$ cat src/rtl/sdram_sched_pkg.sv
// Shared constants, FSM encoding and address helper for the SDRAM frame scheduler.
// Burst addresses select a ping-pong buffer on one bit and a row above the word offset.
package sdram_sched_pkg;

  localparam int ADDR_W      = 24;
  localparam int BUF_BIT     = 22;
  localparam int BURST_WORDS = 512;
  localparam int ROW_LSB     = $clog2(BURST_WORDS);
  localparam int ROW_W       = 13;
  localparam int CNT_W       = 11;

  typedef enum logic [1:0] {
    ST_IDLE    = 2'd0,
    ST_WR_WAIT = 2'd1,
    ST_RD_WAIT = 2'd2
  } sched_state_t;

  function automatic logic [ADDR_W-1:0] burst_addr(input logic buf_sel,
                                                   input logic [ROW_W-1:0] row);
    logic [ADDR_W-1:0] addr;
    addr = '0;
    addr[BUF_BIT] = buf_sel;
    addr[ROW_LSB +: ROW_W] = row;
    return addr;
  endfunction

endpackage

$ cat src/rtl/sdram_frame_arbiter_if.sv
// Bundle of FIFO levels, burst handshakes and frame status between the scheduler and its neighbours.
interface sdram_frame_arbiter_if;
  import sdram_sched_pkg::*;

  logic              frame_start;
  logic [CNT_W-1:0]  wr_fifo_used;
  logic [CNT_W-1:0]  rd_fifo_used;
  logic              wr_sdram_req;
  logic              wr_sdram_ack;
  logic [ADDR_W-1:0] wr_sdram_add;
  logic              rd_sdram_req;
  logic              rd_sdram_ack;
  logic [ADDR_W-1:0] rd_sdram_add;
  logic              frame_ready;
  logic              wr_stall;

  modport master (
    input  frame_start, wr_fifo_used, rd_fifo_used, wr_sdram_ack, rd_sdram_ack,
    output wr_sdram_req, wr_sdram_add, rd_sdram_req, rd_sdram_add, frame_ready, wr_stall
  );

  modport slave (
    output frame_start, wr_fifo_used, rd_fifo_used, wr_sdram_ack, rd_sdram_ack,
    input  wr_sdram_req, wr_sdram_add, rd_sdram_req, rd_sdram_add, frame_ready, wr_stall
  );

endinterface

$ cat src/rtl/sdram_buf_tracker.sv
// Ownership of the two frame buffers: which one the camera fills, which one VGA reads,
// which are full, and whether a frame swap is waiting for the sequencer to go idle.
module sdram_buf_tracker (
  input  logic       clk_100M,
  input  logic       rst_133,
  input  logic       wr_done,
  input  logic       swap_now,
  input  logic       frame_start,
  output logic       wr_buf,
  output logic       rd_buf,
  output logic       swap_pend,
  output logic [1:0] full
);

  // A swap only moves the reader when the other buffer holds a finished frame;
  // otherwise the reader repeats its current frame.
  always_ff @(posedge clk_100M or negedge rst_133) begin
    if (!rst_133) begin
      wr_buf    <= 1'b0;
      rd_buf    <= 1'b1;
      full      <= 2'b00;
      swap_pend <= 1'b0;
    end else begin
      swap_pend <= ~swap_now & (swap_pend | frame_start);
      if (wr_done) begin
        full[wr_buf] <= 1'b1;
        wr_buf       <= ~wr_buf;
      end else if (swap_now && full[~rd_buf]) begin
        full[rd_buf] <= 1'b0;
        rd_buf       <= ~rd_buf;
      end
    end
  end

endmodule

$ cat src/rtl/sdram_frame_arbiter.sv
// Single arbitrated sequencer for SDRAM write (camera) and read (VGA) bursts over
// two ping-pong frame buffers.
module sdram_frame_arbiter
  import sdram_sched_pkg::*;
#(
  parameter int ROWS_PER_FRAME = 128,
  parameter int WR_THRESH      = 512,
  parameter int RD_THRESH      = 512
) (
  input logic                   clk_100M,
  input logic                   rst_133,
  sdram_frame_arbiter_if.master sched
);

  localparam logic [ROW_W-1:0] ROW_END = ROW_W'(ROWS_PER_FRAME);
  localparam logic [CNT_W-1:0] WR_TH   = CNT_W'(WR_THRESH);
  localparam logic [CNT_W-1:0] RD_TH   = CNT_W'(RD_THRESH);

  sched_state_t     state;
  logic [ROW_W-1:0] wr_row;
  logic [ROW_W-1:0] rd_row;
  logic [ROW_W-1:0] wr_row_nxt;
  logic             last_rd;
  logic             wr_buf;
  logic             rd_buf;
  logic             swap_pend;
  logic [1:0]       full;
  logic             rd_elig;
  logic             wr_elig;
  logic             swap_now;
  logic             wr_done;
  logic             grant_rd;
  logic             grant_wr;

  sdram_buf_tracker u_buf_tracker (
    .clk_100M    (clk_100M),
    .rst_133     (rst_133),
    .wr_done     (wr_done),
    .swap_now    (swap_now),
    .frame_start (sched.frame_start),
    .wr_buf      (wr_buf),
    .rd_buf      (rd_buf),
    .swap_pend   (swap_pend),
    .full        (full)
  );

  // A frame swap claims the idle cycle outright; on a tie the side not served last wins.
  always_comb begin
    swap_now   = (state == ST_IDLE) & (swap_pend | sched.frame_start);
    rd_elig    = full[rd_buf] & (sched.rd_fifo_used <= RD_TH) & (rd_row < ROW_END) & ~swap_pend;
    wr_elig    = (wr_buf != rd_buf) & ~full[wr_buf] & (sched.wr_fifo_used >= WR_TH);
    grant_rd   = (state == ST_IDLE) & ~swap_now & rd_elig & (~wr_elig | ~last_rd);
    grant_wr   = (state == ST_IDLE) & ~swap_now & wr_elig & ~grant_rd;
    wr_row_nxt = wr_row + 1'b1;
    wr_done    = (state == ST_WR_WAIT) & sched.wr_sdram_ack & (wr_row_nxt == ROW_END);
  end

  always_ff @(posedge clk_100M or negedge rst_133) begin
    if (!rst_133) begin
      state              <= ST_IDLE;
      wr_row             <= '0;
      rd_row             <= '0;
      last_rd            <= 1'b0;
      sched.wr_sdram_req <= 1'b0;
      sched.rd_sdram_req <= 1'b0;
      sched.wr_sdram_add <= burst_addr(1'b0, '0);
      sched.rd_sdram_add <= burst_addr(1'b1, '0);
      sched.frame_ready  <= 1'b0;
      sched.wr_stall     <= 1'b0;
    end else begin
      sched.frame_ready <= full[rd_buf];
      sched.wr_stall    <= ((wr_buf == rd_buf) | full[wr_buf]) & (sched.wr_fifo_used >= WR_TH);
      case (state)
        ST_IDLE: begin
          if (swap_now) begin
            rd_row <= '0;
          end else if (grant_rd) begin
            state              <= ST_RD_WAIT;
            sched.rd_sdram_req <= 1'b1;
            sched.rd_sdram_add <= burst_addr(rd_buf, rd_row);
            last_rd            <= 1'b1;
          end else if (grant_wr) begin
            state              <= ST_WR_WAIT;
            sched.wr_sdram_req <= 1'b1;
            sched.wr_sdram_add <= burst_addr(wr_buf, wr_row);
            last_rd            <= 1'b0;
          end
        end
        ST_WR_WAIT: begin
          if (sched.wr_sdram_ack) begin
            state              <= ST_IDLE;
            sched.wr_sdram_req <= 1'b0;
            wr_row             <= wr_done ? '0 : wr_row_nxt;
          end
        end
        ST_RD_WAIT: begin
          if (sched.rd_sdram_ack) begin
            state              <= ST_IDLE;
            sched.rd_sdram_req <= 1'b0;
            rd_row             <= rd_row + 1'b1;
          end
        end
        default: state <= ST_IDLE;
      endcase
    end
  end

endmodule
$ cat src/flat_wrapper.sv
// flat-port wrapper written by rule: the top's interface ports become plain ports
module sdram_frame_arbiter_flat import sdram_sched_pkg::*;
#(
  parameter int ROWS_PER_FRAME = 128,
  parameter int WR_THRESH      = 512,
  parameter int RD_THRESH      = 512
)
  (clk_100M, rst_133, sched_frame_start, sched_wr_fifo_used, sched_rd_fifo_used, sched_wr_sdram_ack, sched_rd_sdram_ack, sched_wr_sdram_req, sched_wr_sdram_add, sched_rd_sdram_req, sched_rd_sdram_add, sched_frame_ready, sched_wr_stall);
  sdram_frame_arbiter_if sched_i ();
  input logic clk_100M;
  input logic rst_133;
  input wire logic [$bits(sched_i.frame_start)-1:0] sched_frame_start;
  input wire logic [$bits(sched_i.wr_fifo_used)-1:0] sched_wr_fifo_used;
  input wire logic [$bits(sched_i.rd_fifo_used)-1:0] sched_rd_fifo_used;
  input wire logic [$bits(sched_i.wr_sdram_ack)-1:0] sched_wr_sdram_ack;
  input wire logic [$bits(sched_i.rd_sdram_ack)-1:0] sched_rd_sdram_ack;
  output wire logic [$bits(sched_i.wr_sdram_req)-1:0] sched_wr_sdram_req;
  output wire logic [$bits(sched_i.wr_sdram_add)-1:0] sched_wr_sdram_add;
  output wire logic [$bits(sched_i.rd_sdram_req)-1:0] sched_rd_sdram_req;
  output wire logic [$bits(sched_i.rd_sdram_add)-1:0] sched_rd_sdram_add;
  output wire logic [$bits(sched_i.frame_ready)-1:0] sched_frame_ready;
  output wire logic [$bits(sched_i.wr_stall)-1:0] sched_wr_stall;
  assign sched_i.frame_start = sched_frame_start;
  assign sched_i.wr_fifo_used = sched_wr_fifo_used;
  assign sched_i.rd_fifo_used = sched_rd_fifo_used;
  assign sched_i.wr_sdram_ack = sched_wr_sdram_ack;
  assign sched_i.rd_sdram_ack = sched_rd_sdram_ack;
  assign sched_wr_sdram_req = sched_i.wr_sdram_req;
  assign sched_wr_sdram_add = sched_i.wr_sdram_add;
  assign sched_rd_sdram_req = sched_i.rd_sdram_req;
  assign sched_rd_sdram_add = sched_i.rd_sdram_add;
  assign sched_frame_ready = sched_i.frame_ready;
  assign sched_wr_stall = sched_i.wr_stall;
  sdram_frame_arbiter #(.ROWS_PER_FRAME(ROWS_PER_FRAME), .WR_THRESH(WR_THRESH), .RD_THRESH(RD_THRESH)) u_core (.clk_100M(clk_100M), .rst_133(rst_133), .sched(sched_i));
endmodule
$ cat config.mk
export PLATFORM = sky130hd
export DESIGN_NAME = sdram_frame_arbiter_flat
export DESIGN_NICKNAME = d
export VERILOG_FILES = /design/src/rtl/sdram_sched_pkg.sv /design/src/rtl/sdram_frame_arbiter_if.sv /design/src/rtl/sdram_buf_tracker.sv /design/src/rtl/sdram_frame_arbiter.sv /design/src/flat_wrapper.sv
export SDC_FILE = /design/constraint.sdc
export NUM_CORES = 1
export LEC_CHECK = 0
export CAP_MARGIN = 20
export CORE_MARGIN = 1
export CORE_UTILIZATION = 35
export CTS_CLUSTER_SIZE = 8
export DETAILED_ROUTE_END_ITERATION = 7
export HOLD_SLACK_MARGIN = 0.05
export PLACE_DENSITY = 0.69
export SYNTH_ARGS = -nofsm -noshare
export SYNTH_HDL_FRONTEND = slang
export SYNTH_SLANG_ARGS = --single-unit
$ cat constraint.sdc
create_clock -name clk_100M -period 2.4 [get_ports clk_100M]
set_input_delay 0.48 -clock clk_100M [delete_from_list [all_inputs] [get_ports clk_100M]]
set_output_delay 0.48 -clock clk_100M [all_outputs]
set_load 0.02 [all_outputs]
# After elaboration in Yosys (flattened, before gate mapping)
# Cells that the tools add are included.
[totals]
output_inout_bits = 52
elab_cells = 117
ff_bits = 66
[op_classes]
n_reduce_logical = 17
magnitude_cmp = 8
muxes = 33
n_eq_ne = 13
addsub = 2
bitwise = 30
[ops]
columns = ["cell", "count"]
rows = [
  ["$mux W13", 3],
  ["$add A13 B1 Y13 const B", 2],
  ["$pmux W13 S2", 1],
  ["$mux W1", 17],
  ["$and A1 B1 Y1", 15],
  ["$mux W2", 7],
  ["$eq A13 B8 Y1 const B", 1],
  ["$lt A13 B8 Y1 const B", 1],
  ["$reduce_and A4 Y1", 3],
  ["$ge A11 B10 Y1 const B", 1],
  ["$le A11 B10 Y1 const B", 1],
  ["$ne A2 B2 Y1 const B", 5],
  ["$not A1 Y1", 9],
  ["$reduce_and A3 Y1", 3],
  ["$reduce_bool A2 Y1", 4],
  ["$lt A1 B2 Y1 const B", 3],
  ["$pmux W2 S3", 1],
  ["$reduce_and A5 Y1", 1],
  ["$ne A2 B1 Y1 const B", 2],
  ["$pmux W1 S2", 2],
  ["$reduce_and A2 Y1", 2],
  ["$logic_and A1 B1 Y1", 3],
  ["$ne A3 B1 Y1 const B", 1],
  ["$or A1 B1 Y1", 3],
  ["other kinds (10)", 12],
]

# Logic depth before layout (Yosys ltp)
# Gate-level depths: netlist of the first run.
[depth]
word_depth = 14
ltp_mapped = 8
depth_no_buf = 7

# Hierarchy
# Synthesis of the first run repeated with hierarchy kept, for this count alone.
[unflattened]
cells_unflattened = 285
hier_area_um2 = 3243.1
[by_module_without_submodules]
columns = ["mod", "seq_area_each_um2", "area_each_um2", "n_inst", "cells_per_inst"]
rows = [
  ["sdram_frame_arbiter", 1527.7, 3032.9, 1, 268],
  ["sdram_buf_tracker", 126.4, 210.2, 1, 17],
]

# Least setup slack after synthesis of the first run
# No wires, ideal clock.
[synth_path]
kind = "register -> register"
start = "register u_core.wr_row[0]"
end = "register u_core.wr_row[0]"
arrival_time_ns = 1.981
required_ns = 2.282
path_buffers = 0
synth_period_minus_slack_ns = 2.099
path_stages_with_launch = 8
slack_ns = 0.301
setup_time_ns = 0.118
path_cell_list = "dfrtp_1 ha_1 and2_4 nand2_2 or3_4 a2111oi_4 nor3_1 a21o_1"
[synth_via]
elab_chain_len = 4
[synth_rtl]
columns = ["element", "line", "source"]
rows = [
  ["start: declaration", "sdram_frame_arbiter.sv:20", "logic [ROW_W-1:0] wr_row;"],
  ["start signal: assignment", "sdram_frame_arbiter.sv:93", "wr_row <= wr_done ? '0 : wr_row_nxt;"],
  ["$add A13 B1 Y13 *", "sdram_frame_arbiter.sv:54", "wr_row_nxt = wr_row + 1'b1;"],
  ["$eq A13 B8 Y1", "sdram_frame_arbiter.sv:55", "wr_done = (state == ST_WR_WAIT) & sched.wr_sdram_ack & (wr_row_nxt == ROW_END);"],
  ["$and A1 B1 Y1", "sdram_frame_arbiter.sv:55", ""],
  ["$mux W13 *", "sdram_frame_arbiter.sv:93", ""],
]
# Mark *: on every way between the ends. The rest lies on a longest branch, timed or not.
# A chain may end at the register's enable or synchronous reset.

# Worst setup path after layout of the first run
# Ends and elaborated chain as after synthesis.

==> results of run 1 <==
## stage by stage
step                total power [mW]  setup TNS, ps  util [%]  cell area (sq um)
floorplan                       1.66              0         -               3270
global placement                1.91           -733      44.1               3870
detailed placement              1.92          -1000      44.1               3870
CTS                             2.83              0      46.2               4050
global route                    2.94              0      46.2               4050
finish                          2.79              0      46.2               4050
## cell type report
| cell class | instances | area [sq um] | area share (%) |
|---|---|---|---|
| clock buffer | 12 | 145 | 3.58 |
| tap | 108 | 135 | 3.34 |
| sequential | 66 | 1650 | 40.8 |
| inverter | 10 | 37.5 | 0.926 |
| timing repair buffer | 69 | 673 | 16.6 |
| clock inverter | 3 | 40.0 | 0.988 |
| multi-input combinational | 205 | 1370 | 33.7 |
## worst register-to-register path, stage by stage, from the launching register on
cell	delay [ps]
dfrtp_1	390
ha_1	270
xor2_1	190
nor4b_1	280
o221ai_1	220
a2111oi_4	290
buf_4	200
nor3_1	50
a21o_1	150
## routing by layer
layer / part of all wire (%) / global-route usage [%]
met2: 50 / 23.7
met3: 4.4 / 5.25
met5: 0 / 0
met1: 44 / 16.6
met4: 1.1 / 5.32
## power groups by stage
stage               logic, mW  registers [mW]  clock network [mW]
detailed placement      0.609            1.31                   0
global placement        0.598            1.31                   0
global route            0.659            1.31               0.979
finish                  0.599            1.29               0.897
CTS                     0.611            1.29               0.927
floorplan               0.318            1.34                   0
## sequential cells by signal, indices dropped and copies added (netlist names)
| register | flops |
|---|---|
| u_core.sched.rd_sdram_req | 1 |
| u_core.u_buf_tracker.wr_buf | 1 |
| u_core.rd_row | 13 |
| u_core.u_buf_tracker.swap_pend | 1 |
| u_core.sched.wr_stall | 1 |
| u_core.last_rd | 1 |
| u_core.state | 2 |
| u_core.sched.rd_sdram_add | 14 |
| u_core.sched.wr_sdram_req | 1 |
| u_core.sched.wr_sdram_add | 14 |
| u_core.sched.frame_ready | 1 |
| u_core.wr_row | 13 |
| u_core.u_buf_tracker.full | 2 |
| u_core.u_buf_tracker.rd_buf | 1 |
## synthesized netlist by cell type (2+ instances only)
master / number / area (sq um)
a31oi_1: 4 / 25.0
mux2_2: 19 / 214
or3_1: 4 / 25.0
a211o_1: 2 / 17.5
buf_4: 20 / 150
and2_1: 9 / 56.3
dfrtp_1: 64 / 1600
nor2_1: 18 / 67.6
xnor2_1: 14 / 123
buf_2: 7 / 35.0
xor2_1: 9 / 78.8
nor3_1: 6 / 30.0
nand2_1: 19 / 71.3
nand3_1: 9 / 45.0
and3_2: 2 / 15.0
a21oi_1: 9 / 45.0
and3_1: 5 / 31.3
clkbuf_1: 6 / 22.5
mux2i_1: 2 / 20.0
nand2b_1: 3 / 18.8
o21ai_0: 12 / 60.1
ha_1: 3 / 37.5
dfstp_2: 2 / 52.6
nor4_1: 4 / 25.0
nor3b_1: 2 / 15.0
nand4_1: 10 / 62.6
a21o_1: 2 / 15.0
inv_1: 10 / 37.5
## cells by family after synthesis
kind of cell             after synthesis  share of synthesized area [%]
other                                  1                          0.117
adder cells (fa/ha/maj)                3                           1.18
AO/OA/AOI/OAI                         35                           7.17
XOR/XNOR                              23                           6.31
flip-flops                            66                           51.8
buffers and inverters                 43                           7.68
multiplexers                          21                           7.32
AND/OR/NAND/NOR                      103                           18.4
## final timing paths
kind,from,to,slack (ps)
worst max-delay path,u_core.wr_row[0],u_core.wr_row[0],250
worst min-delay path,rst_133,u_core.sched.wr_sdram_add[11],140
worst max register to register,u_core.wr_row[0],u_core.wr_row[0],250
worst min register to register,u_core.sched.rd_sdram_add[16],u_core.sched.rd_sdram_add[16],490
max in group asynchronous,rst_133,u_core.sched.rd_sdram_add[22],1940
min in group clk_100M,u_core.sched.rd_sdram_add[16],u_core.sched.rd_sdram_add[16],490
==> results.json, run 1 <==
{
  "status": "completed",
  "antennaDiodeCount": 0,
  "power_switching_uw": 792,
  "path_class": "flip-flop to flip-flop",
  "cp_top_family": "compound AO/OA/AOI/OAI gates",
  "fin_cells": 473,
  "holdBufCountCts": 0,
  "finalMaxSlewViolations": 0,
  "die_w_microns": 97.5,
  "internal_power_mw": 2.00,
  "fp-row-count": 34,
  "synthDistinctLibCells": 47,
  "cp_num_cells": 8,
  "r2r_cells": 8,
  "drc": 0,
  "wl_microns": 6080,
  "peakVddDrop_v": 0.000371,
  "grt_pass1_vias": 2320,
  "timing.hold.ws_ps": 141,
  "grt_max_degree": 67,
  "layout_common_cells": "dfrtp_1, clkdlybuf4s50_1, conb_1",
  "setup_viol": 0,
  "area_delta_synth_final_pct": 26.8,
  "insertion_delay_ps": 340,
  "grt_usage_pct": 14.2,
  "seq_area_frac_synth_pct": 51.8,
  "ant_nets": 0,
  "n_fill_cell": 829,
  "drv_cap": 0,
  "synth_ff_type": "dfrtp_1",
  "path_buf_inv": 1,
  "die_area_sq_mm": 0.00951,
  "cts_buffers": 9,
  "cts.clk_slew.worst_paths_ps": 60,
  "slowest_delay_ps": 390,
  "post_cts_resized": 0,
  "cts_max_level": 3,
  "root_buffer": "clkbuf_8",
  "grt_first_pass_wirelength_microns": 10800,
  "netlist_area_sq_mm": 0.00319,
  "async_flop_share_pct": 100,
  "vias_per_cell": 4.83,
  "start_util_pct": 36.5,
  "pwr-share-seq_pct": 46.3,
  "drive_above_1_share_pct": 18.6,
  "fin_nets": 391,
  "p_sw_share_pct": 28.4,
  "clk_path_buf_depth": 2,
  "place.detailed.instances": 458,
  "cts.sinks": 66,
  "hold_viol_final": 0,
  "path_cells": "ha_1, xor2_1, nor4b_1, o221ai_1, a2111oi_4, buf_4, nor3_1, a21o_1",
  "mostFrequentLayoutCell": "dfrtp_1",
  "worstPathMaxFanout": 6,
  "die_h_microns": 97.5,
  "post_cts_buffers": 0,
  "dp_hpwl_microns": 4370,
  "cellPowerDensity_mw_per_mm2": 688,
  "synthCells": 295,
  "crit_path_end_kind": "flip-flop",
  "synth_warnings": 0,
  "overflow": 0,
  "rsz0062_at_grt": "false",
  "pre_cts_ws_ps": -88.6,
  "p_leak_nw": 1.86,
  "gp_congestion": 0.812,
  "cp.arrival_ps": 2370,
  "post-route-min-period_ps": 2150,
  "hold_class": "input pin to asynchronous set/reset pin",
  "cp_slowest_cell": "dfrtp_1",
  "cts_tree": "built",
  "power.share.clock_pct": 32.2,
  "ys_seq_elements": 66,
  "dr.first_iter.drc_count": 58,
  "drt_pass1_iterations": 4,
  "synth_edf_count": 0,
  "crit_path_start_kind": "flip-flop",
  "power_frac_comb_pct": 21.5,
  "skew_ps": 7.08,
  "fin_ws_ps": 249,
  "core_sq_mm": 0.00876,
  "antenna_found_initial": 0,
  "vias": 2283,
  "avgSynthCellArea_sq_um": 10.8,
  "wl_per_cell_microns": 12.9,
  "critical_path_required_ps": 2620,
  "design.portCount": 79,
  "numPortBuffers": 49,
  "fin_crit_sh_pct": 89.6,
  "fmax_mhz": 465
}
No activity file was read; power rests on OpenSTA's default activity.
==> run 2, diff against run 1 <==
- DONT_BUFFER_PORTS: not set -> 1
- PLACE_DENSITY: 0.69 -> 0.58
==> results.json, run 2 (synthesis gave the netlist of run 1 again) <==
{
  "path_class": "flip-flop to flip-flop",
  "fmax_mhz": 450,
  "top_regs": "u_core.sched.rd_sdram_add x14, u_core.sched.wr_sdram_add x14",
  "power.share.clock_pct": 34.0,
  "mostFrequentLayoutCell": "dfrtp_1",
  "insertion_delay_ps": 340,
  "power_switching_uw": 773,
  "p_sw_share_pct": 29.2,
  "wl_microns": 5830,
  "post-route-min-period_ps": 2220,
  "grt_usage_pct": 13.3,
  "critical_path_required_ps": 2660,
  "r2r_cells": 7,
  "cellPowerDensity_mw_per_mm2": 758,
  "power_frac_comb_pct": 14.4,
  "reg2reg_slack_ps": 180,
  "overflow": 0,
  "die_area_sq_mm": 0.00951,
  "cts.clk_slew.worst_paths_ps": 70,
  "vias": 2037,
  "fin_nets": 334,
  "cp.arrival_ps": 2480,
  "drv_cap": 0,
  "dp_hpwl_microns": 4040,
  "fp-row-count": 34,
  "peakVddDrop_v": 0.000316,
  "design.portCount": 79,
  "dr.first_iter.drc_count": 88,
  "relSlewSlack_pct": 66.4,
  "layout_common_cells": "dfrtp_1, conb_1, mux2_2, nand2_1, nor2_1",
  "antenna_found_initial": 0,
  "drc": 0,
  "worstReg2RegEnd": "u_core.u_buf_tracker.full[1]",
  "tns_ps": 0,
  "antennaDiodeCount": 0,
  "worstPathMaxFanout": 6,
  "hold_class": "input pin to flip-flop",
  "crit_path_end_kind": "flip-flop",
  "setup_viol": 0,
  "drive_above_1_share_pct": 18.8,
  "cts_tree": "built",
  "core_sq_mm": 0.00876,
  "grt_pass1_vias": 1987,
  "wl_per_cell_microns": 14.0,
  "rsz0062_at_grt": "false",
  "root_buffer": "clkbuf_8",
  "grt_first_pass_wirelength_microns": 9930,
  "critPathLaunch": "u_core.wr_row[1]",
  "finalMaxSlewViolations": 0,
  "endpoint": "u_core.u_buf_tracker.full[1]",
  "die_w_microns": 97.5,
  "cts_buffers": 9,
  "status": "completed",
  "drt_pass1_iterations": 4,
  "start_util_pct": 36.5,
  "clk_path_buf_depth": 2,
  "numPortBuffers": 0,
  "die_h_microns": 97.5,
  "n_fill_cell": 877,
  "grt_max_degree": 67,
  "fin_crit_sh_pct": 92.5,
  "worst_pin_slew_ps": 505,
  "skew_ps": 10.5,
  "r2r_start": "u_core.wr_row[1]",
  "cts.sinks": 66,
  "finalPower_mw": 2.65,
  "vias_per_cell": 4.90,
  "area_delta_synth_final_pct": 9.28,
  "p_leak_nw": 1.63,
  "gp_congestion": 0.832,
  "pwr-share-seq_pct": 51.6,
  "internal_power_mw": 1.87,
  "hold_viol_final": 0,
  "crit_path_start_kind": "flip-flop",
  "cts_max_level": 3,
  "ant_nets": 0,
  "post_cts_buffers": 0
}
[run 2: cell types whose count changed in the layout (fill, tap and decap cells not counted)]
cell             previous run  this run
buf_12                      3         0
buf_16                      0         1
buf_2                       1         0
buf_4                      17        10
clkdlybuf4s50_1            48         0
dlygate4sd3_1               0         1
[run 2: stage by stage]
stage	hold WS, ps	util (%)	setup slack [ps]	cells	instance area, sq um
floorplan	184	-	301	314	3270
global placement	187	37.3	150	399	3270
detailed placement	186	37.3	166	399	3270
CTS	248	39.8	149	416	3490
global route	270	39.8	17.8	416	3490
finish	270	39.8	180	416	3490
[run 2: worst max-delay path, stage by stage, from the launching register on]
cell and delay [ps]:
dfrtp_1 370, ha_1 280, and2_4 220, nand2_2 60
or3_4 390, a2111oi_4 550, a21oi_1 130, a31oi_1 150
[run 2: worst min path at each step]
stage / startpoint / endpoint / slack [ps] / cells after the start
4_1_cts: sched_wr_sdram_ack / u_core.state[0] / 250 / 1
2_1_floorplan: rst_133 / u_core.last_rd / 180 / 0
3_3_place_gp: rst_133 / u_core.sched.wr_sdram_add[22] / 190 / 0
6_report: sched_wr_sdram_ack / u_core.state[0] / 270 / 1
3_5_place_dp: rst_133 / u_core.sched.wr_sdram_add[12] / 190 / 0
5_1_grt: sched_wr_sdram_ack / u_core.state[0] / 270 / 1
[run 2: per-layer routing]
layer | global-route usage, % | share of wire [%]
met3 | 4.75 | 5.1
met5 | 0 | 0
met4 | 4.75 | 1.2
met1 | 16.1 | 45
met2 | 21.7 | 49
[run 2: power groups by stage]
stage | logic (mW) | clock network, mW | registers, mW
2_1_floorplan | 0.318 | 0 | 1.34
3_3_place_gp | 0.353 | 0 | 1.39
3_5_place_dp | 0.359 | 0 | 1.39
4_1_cts | 0.391 | 0.931 | 1.37
5_1_grt | 0.437 | 0.977 | 1.38
6_report | 0.382 | 0.898 | 1.37
[run 2: layout make-up]
class                           instances  area [sq um]  share of cell area (%)
Clock buffer                           12           145                    4.16
Clock inverter                          3          40.0                    1.15
Inverter                               10          37.5                    1.08
Multi-Input combinational cell        205          1370                    39.1
Sequential cell                        66          1650                    47.4
Tap cell                              108           135                    3.87
Timing Repair Buffer                   12           113                    3.23
[run 2: what timing repair did]
action	CTS	global route
endpoints found under the hold margin	66	0
resized for setup	0	0
hold buffers	2	0
==> run 3, diff against run 2 <==
- ABC_CLOCK_PERIOD_IN_PS: not set -> 2400
==> results of run 3 <==
No change in the layout: final DEF, timing and power equal those of run 2.
